File: config.mk
export PLATFORM = sky130hd
export DESIGN_NAME = mem_access
export DESIGN_NICKNAME = d
export VERILOG_FILES = /design/src/rtl/mem_access_pkg.sv /design/src/rtl/mem_lane_align.sv /design/src/rtl/mem_access.sv
export SDC_FILE = /design/constraint.sdc
export NUM_CORES = 1
export LEC_CHECK = 0
export ABC_AREA = 0
export CAP_MARGIN = 0
export CORE_MARGIN = 2
export CORE_UTILIZATION = 32
export CTS_CLUSTER_DIAMETER = 200
export CTS_CLUSTER_SIZE = 16
export DETAILED_ROUTE_END_ITERATION = 10
export PLACE_DENSITY = 0.73
export SYNTH_ARGS = -nofsm -noshare
export SYNTH_HDL_FRONTEND = slang
export SYNTH_SLANG_ARGS = --single-unit
File: constraint.sdc
create_clock -name clk -period 7.56 [get_ports clk]
set_clock_uncertainty 0.1 [all_clocks]
set_input_delay 1.134 -clock clk [delete_from_list [all_inputs] [get_ports clk]]
set_output_delay 1.134 -clock clk [all_outputs]
set_load 0.005 [all_outputs]
File: src/rtl/mem_access_pkg.sv
// Shared encodings and helpers for the MEM stage and its lane aligner.
package mem_access_pkg;

   localparam int DATA_W = 32;
   localparam int REG_W  = 5;

   // Access size codes carried on mem_size / data_size.
   localparam logic [1:0] MEM_SIZE_BYTE = 2'b00;
   localparam logic [1:0] MEM_SIZE_HALF = 2'b01;
   localparam logic [1:0] MEM_SIZE_WORD = 2'b10;

   // Bus handshake FSM.
   typedef enum logic [1:0] {
      ST_IDLE = 2'd0,
      ST_REQ  = 2'd1,
      ST_WAIT = 2'd2
   } state_t;

   // Contents of the EX/MEM pipeline register.
   typedef struct packed {
      logic              valid;
      logic [DATA_W-1:0] alu_result;
      logic [DATA_W-1:0] store_data;
      logic              mem_read;
      logic              mem_write;
      logic [1:0]        size;
      logic              sext;
      logic [REG_W-1:0]  write_reg;
      logic              reg_write;
      logic              mem_to_reg;
   } m_reg_t;

   // Natural-alignment test; size code 2'b11 is treated like a word.
   function automatic logic misaligned(input logic [1:0] size, input logic [1:0] addr_lo);
      logic bad;
      bad = 1'b0;
      if (size[1])
         bad = (addr_lo != 2'b00);
      else if (size == MEM_SIZE_HALF)
         bad = addr_lo[0];
      return bad;
   endfunction

endpackage

File: src/rtl/mem_lane_align.sv
// Byte-lane steering: store replication/strobes and load extract/extend.
// Purely combinational so a cache path can reuse it unchanged.
module mem_lane_align
   import mem_access_pkg::*;
(
   input  logic [1:0]        size,
   input  logic [1:0]        addr_lo,
   input  logic [DATA_W-1:0] store_data,
   input  logic [DATA_W-1:0] rdata,
   input  logic              sext,
   output logic [DATA_W-1:0] wdata,
   output logic [3:0]        wstrb,
   output logic [DATA_W-1:0] load_data
);

   logic [7:0]  byte_sel;
   logic [15:0] half_sel;

   // Replicate the store operand across all lanes; strobes pick the lanes.
   always_comb begin
      wdata = store_data;
      wstrb = 4'b1111;
      case (size)
         MEM_SIZE_BYTE: begin
            wdata = {4{store_data[7:0]}};
            wstrb = 4'b0001 << addr_lo;
         end
         MEM_SIZE_HALF: begin
            wdata = {2{store_data[15:0]}};
            wstrb = 4'b0011 << addr_lo;
         end
         default: ;
      endcase
   end

   assign byte_sel = rdata[{addr_lo, 3'b000} +: 8];
   assign half_sel = addr_lo[1] ? rdata[31:16] : rdata[15:0];

   // Pull the addressed lane(s) down to bit 0 and extend.
   always_comb begin
      load_data = rdata;
      case (size)
         MEM_SIZE_BYTE: load_data = {{24{sext & byte_sel[7]}}, byte_sel};
         MEM_SIZE_HALF: load_data = {{16{sext & half_sel[15]}}, half_sel};
         default: ;
      endcase
   end

endmodule

File: src/rtl/mem_access.sv
// MEM stage: EX/MEM register, data-bus request/response FSM, writeback beat
// and address-error detection.
module mem_access
   import mem_access_pkg::*;
#(
   parameter int ALIGN_CHECK = 1,
   parameter int ADDR_W      = 32
) (
   input  logic              clk,
   input  logic              rst,
   input  logic              ex_valid,
   input  logic [31:0]       alu_result,
   input  logic [31:0]       store_data,
   input  logic              mem_read_in,
   input  logic              mem_write_in,
   input  logic [1:0]        mem_size,
   input  logic              mem_sext,
   input  logic [4:0]        write_reg,
   input  logic              reg_write_in,
   input  logic              mem_to_reg_in,
   output logic              mem_stall,
   output logic              data_req,
   output logic              data_wr,
   output logic [1:0]        data_size,
   output logic [ADDR_W-1:0] data_addr,
   output logic [3:0]        data_wstrb,
   output logic [31:0]       data_wdata,
   input  logic              data_addr_ok,
   input  logic              data_data_ok,
   input  logic [31:0]       data_rdata,
   output logic              wb_valid,
   output logic              wb_we,
   output logic [4:0]        wb_waddr,
   output logic [31:0]       wb_wdata,
   output logic              adel,
   output logic              ades,
   output logic [ADDR_W-1:0] bad_vaddr
);

   state_t      state, state_nx;
   m_reg_t      m_q;
   logic        complete;
   logic        ex_mem, ex_misalign;
   logic        m_mem, m_misalign, m_fault;
   logic        bus_active;
   logic [1:0]  lane_a;
   logic [3:0]  lane_wstrb;
   logic [31:0] lane_wdata, load_data;

   assign ex_mem      = mem_read_in | mem_write_in;
   assign ex_misalign = (ALIGN_CHECK != 0) && misaligned(mem_size, alu_result[1:0]);
   assign m_mem       = m_q.mem_read | m_q.mem_write;
   assign m_misalign  = (ALIGN_CHECK != 0) && misaligned(m_q.size, m_q.alu_result[1:0]);

   // Only misaligned accesses sit in M while the FSM is idle; those fault.
   assign m_fault    = (state == ST_IDLE) && m_q.valid && m_mem && m_misalign;
   assign bus_active = (state != ST_IDLE);

   // Next state plus the stall/request/complete controls. A zero-wait
   // completion in REQ drops the stall so the next op is taken on the same edge.
   always_comb begin
      state_nx  = state;
      data_req  = 1'b0;
      mem_stall = 1'b0;
      complete  = 1'b0;
      case (state)
         ST_REQ: begin
            data_req = 1'b1;
            if (data_addr_ok && data_data_ok) begin
               complete = 1'b1;
            end else begin
               mem_stall = 1'b1;
               if (data_addr_ok) state_nx = ST_WAIT;
            end
         end
         ST_WAIT: begin
            if (data_data_ok) complete = 1'b1;
            else              mem_stall = 1'b1;
         end
         default: ;
      endcase
      if (!mem_stall)
         state_nx = (ex_valid && ex_mem && !ex_misalign) ? ST_REQ : ST_IDLE;
   end

   // FSM state register.
   always_ff @(posedge clk or posedge rst) begin
      if (rst) state <= ST_IDLE;
      else     state <= state_nx;
   end

   // EX/MEM register: loads whenever not stalled; ex_valid=0 becomes a bubble.
   always_ff @(posedge clk or posedge rst) begin
      if (rst) begin
         m_q <= '0;
      end else if (!mem_stall) begin
         m_q.valid <= ex_valid;
         if (ex_valid) begin
            m_q.alu_result <= alu_result;
            m_q.store_data <= store_data;
            m_q.mem_read   <= mem_read_in;
            m_q.mem_write  <= mem_write_in;
            m_q.size       <= mem_size;
            m_q.sext       <= mem_sext;
            m_q.write_reg  <= write_reg;
            m_q.reg_write  <= reg_write_in;
            m_q.mem_to_reg <= mem_to_reg_in;
         end
      end
   end

   // Effective low address bits: words always lane 0; with checking off,
   // halves drop bit 0 instead of faulting.
   always_comb begin
      lane_a = m_q.alu_result[1:0];
      if (m_q.size[1])
         lane_a = 2'b00;
      else if ((m_q.size == MEM_SIZE_HALF) && (ALIGN_CHECK == 0))
         lane_a[0] = 1'b0;
   end

   mem_lane_align u_align (
      .size       (m_q.size),
      .addr_lo    (lane_a),
      .store_data (m_q.store_data),
      .rdata      (data_rdata),
      .sext       (m_q.sext),
      .wdata      (lane_wdata),
      .wstrb      (lane_wstrb),
      .load_data  (load_data)
   );

   // Bus side: held straight from M so it stays stable through REQ.
   assign data_wr    = bus_active & m_q.mem_write;
   assign data_size  = m_q.size;
   assign data_addr  = {m_q.alu_result[ADDR_W-1:2], lane_a};
   assign data_wstrb = (bus_active && m_q.mem_write) ? lane_wstrb : 4'b0000;
   assign data_wdata = lane_wdata;

   // Writeback beat: idle non-mem/faulting ops, or the data_ok cycle.
   assign wb_valid = complete | ((state == ST_IDLE) & m_q.valid & (!m_mem | m_misalign));
   assign wb_we    = wb_valid & m_q.reg_write & ~m_q.mem_write & ~m_fault;
   assign wb_waddr = m_q.write_reg;
   assign wb_wdata = m_q.mem_to_reg ? load_data : m_q.alu_result;

   assign adel      = m_fault & m_q.mem_read;
   assign ades      = m_fault & m_q.mem_write;
   assign bad_vaddr = m_fault ? m_q.alu_result[ADDR_W-1:0] : '0;

endmodule
==> flow_metrics.env <==
export IMPL_run_status="finished, final reports clean"
export IMPL_worst_slew_pin_slew_ns=1.12
export IMPL_pwr_density_cell_nw_per_um2=195
export IMPL_detail_route_wl_per_cell_um=20.1
export IMPL_design_core_area_sq_um=16000
export IMPL_timing_hold_ws_ns=0.402
export IMPL_portBuffers=258
export IMPL_cts_buffers=9
export IMPL_rsz0062_at_grt="no"
export IMPL_placement_rows=46
export IMPL_internal_power_contribution_mw=1.09
export IMPL_ys_seq_elements=79
export IMPL_die_area_sq_um=17500
export IMPL_detail_route_wirelength_um=18500
export IMPL_synth_top_cell_area_share_pct=37.5
export IMPL_cts_root_buf="clkbuf_16"
export IMPL_fmaxAchievable_ghz=0.210
export IMPL_arrival_ns=3.52
export IMPL_track_usage_pct=21.1
export IMPL_yosys_area_top_type="dfrtp_1"
export IMPL_final_worst_path_cycle_share_pct=62.9
export IMPL_cts_hold_buf=0
export IMPL_async_flop_share_pct=100
export IMPL_start_kind="flop"
export IMPL_grt_overflow_total=0
export IMPL_design_portCount=259
export IMPL_cts_sink_count=79
export IMPL_clock_tree_from_tritoncts="built"
export IMPL_fin_ws_ns=2.80
export IMPL_cts_htree_levels=3
export IMPL_grt_pass1_wl_um=28700
export IMPL_synth_net_count=623
export IMPL_pwr_share_comb_pct=34.1
export IMPL_number_of_synthesized_flops_with_an_enable_pin=0
export IMPL_slew_viol_final=0
export IMPL_pwr_share_clk_pct=31.5
export IMPL_synthesis_instances=507
export IMPL_clockBufferDepth=2
export IMPL_floorplan_initialDensity_pct=33.0
export IMPL_post_synthesis_area_per_instance_sq_um=10.4
export IMPL_count_leader_synth="dfrtp_1"
export IMPL_prevailing_post_synth_register_cell="dfrtp_1"
export IMPL_vias=4626
export IMPL_worst_skew_pair_late_latency_ns=0.34
export IMPL_place_ws_ns=2.96
export IMPL_crit_path_end_kind="output pin"
export IMPL_top_post_synthesis_cells_by_area="dfrtp_1 37%, mux2_2 14%, mux2_4 8.3%"
export IMPL_area_growth_pct=50.2
export IMPL_period_minus_slack_ns=4.76
export IMPL_die_width_um=132
export IMPL_worst_path_max_fanout=58
export IMPL_detailedPlacementHpwl_um=13700
export IMPL_synth_seq_area_share_pct=37.5
export IMPL_postRouteAntennaNets=0
export IMPL_cts_repair_resized=0
export IMPL_postCtsSetupRepairBufs=0
export IMPL_first_global_vias=4967
export IMPL_max_cap_violations=0
export IMPL_num_nets_final=815
export IMPL_final_setup_tns_ns=0
export IMPL_globalplace_congestion=0.859
export IMPL_detailedRoute_firstPassIterationCount=5
export IMPL_vdd_ir_drop_max_uv=104
export IMPL_cts_clk_slew_worst_paths_ns=0.06
export IMPL_diodes=0
export IMPL_initialDrtViolationCount=190
export IMPL_setup_viol_count_final=0
export IMPL_die_height_um=132
export IMPL_synth_cell_types=54
export IMPL_synth_cells_most_frequent="79 x dfrtp_1, 65 x mux2_2, 46 x buf_4"
export IMPL_maximum_number_of_pins_on_one_net_before_global_route_repair=74
export IMPL_r2r_setup_slack_ns=4.87
export IMPL_synth_cell_area_sq_um=5280
export IMPL_final_hold_violation_count=0
export IMPL_static_leakage_power_nw=3.36
export IMPL_layout_cells_sized_above_1_pct=17.8
export IMPL_synth_warning_count=0
export IMPL_number_of_vias_per_cell=5.03
export IMPL_p_switching_mw=0.451
export IMPL_post_route_drc_count=0
export IMPL_maxSlewHeadroom_pct=25.2
export IMPL_criticalPathCategory="reg2out"
export IMPL_worst_endpoint_required_ns=6.33
export IMPL_power_sequential_fraction_pct=34.4
export IMPL_antenna_found_initial=0
export IMPL_holdCritPathClass="reg2reg"
export IMPL_power_share_switching_pct=29.2
==> per-layer routing <==
metal  track usage (%)  part of all wire [%]  vias up
li1                  -                     -     2139
met1              23.9                    40     2216
met2              37.4                    49      248
met3              6.34                   8.8       23
met4              7.53                   2.2        0
met5                 0                     0        -
==> logic make-up (layout without fill, tap and decap cells) <==
kind of cell               Yosys count  count (layout)  share of synthesized area (%)
AOI/OAI and AO/OA                   97              97                           12.7
adders and majority gates            3               3                          0.711
buffers and inverters               92             289                           11.5
DFF                                 79              79                           37.5
muxes                              106             106                           24.4
and+or+nand+nor                    130             130                           13.3
==> stage by stage <==
stage | std cells | util [%] | area (sq um) | total power, mW
floorplan | 507 | - | 5280 | 0.781
global placement | 904 | 47.5 | 7600 | 1.06
detailed placement | 904 | 47.5 | 7600 | 1.07
CTS | 920 | 49.5 | 7930 | 1.57
global route | 920 | 49.5 | 7930 | 1.63
finish | 920 | 49.5 | 7930 | 1.55
==> cell usage in the layout (no fill, tap or decap), types with 2 or more instances in the layout <==
cell	count
a221oi_1	5
nand2_1	38
nand2b_1	7
nor2b_1	6
buf_4	4
ha_1	3
nor3_1	3
o22ai_1	7
o21ai_0	28
and3_1	15
and2_1	35
a32o_1	2
bufinv_16	2
mux2_4	29
mux2_2	65
a21oi_1	12
a21o_1	6
clkbuf_16	9
inv_6	2
nand3_1	3
o211a_1	5
clkinvlp_4	2
inv_1	8
a211oi_1	15
dfrtp_1	78
mux2i_1	12
nor2_1	14
a31oi_1	2
clkdlybuf4s50_1	258
==> critical path: stages, from the launching register on <==
cell and delay [ns]:
dfrtp_2 1.06, nand2b_2 0.41, inv_2 0.17, a211oi_2 0.31, nand4_2 0.46, nand2_1 0.22
clkdlybuf4s50_1 0.52
==> flip-flops by register name, summed over array words and instances (netlist names) <==
name / count
data_size: 2
state: 2
data_addr: 30
wb_waddr: 5
m_q: 40
==> power by group through the flow <==
stage                     combinational, mW  sequential [mW]  clock, mW
after detailed placement              0.530            0.538          0
after global placement                0.524            0.535          0
final                                 0.528            0.531      0.487
after CTS                             0.534            0.531      0.502
after floorplan                       0.279            0.502          0
after global routing                  0.567            0.539      0.519
==> area by class of cell <==
| class | instances | area (sq um) |
|---|---|---|
| Inverter | 11 | 42.5 |
| Clock buffer | 10 | 229 |
| Tap cell | 216 | 270 |
| Clock inverter | 6 | 92.6 |
| Sequential cell | 79 | 1980 |
| Multi-Input combinational cell | 336 | 2700 |
| Fill cell | 1475 | 8080 |
| Timing Repair Buffer | 262 | 2610 |
==> path summary, 6_finish.rpt <==
path                                          startpoint                  endpoint  cells after the start
min in group asynchronous                            rst       m_q[22]$_DFFE_PP0P_                      2
worst min register to register       m_q[76]$_DFFE_PP0P_       m_q[76]$_DFFE_PP0P_                      2
worst min-delay path                 m_q[76]$_DFFE_PP0P_       m_q[76]$_DFFE_PP0P_                      2
worst max register to register      state[1]$_DFFE_PP0P_        m_q[0]$_DFFE_PP0P_                      7
max in group asynchronous                            rst  data_size[1]$_DFFE_PP0P_                      3
worst max-delay path            data_size[1]$_DFFE_PP0P_              wb_wdata[25]                      6
Note: power is estimated with default switching activity, not from simulation.
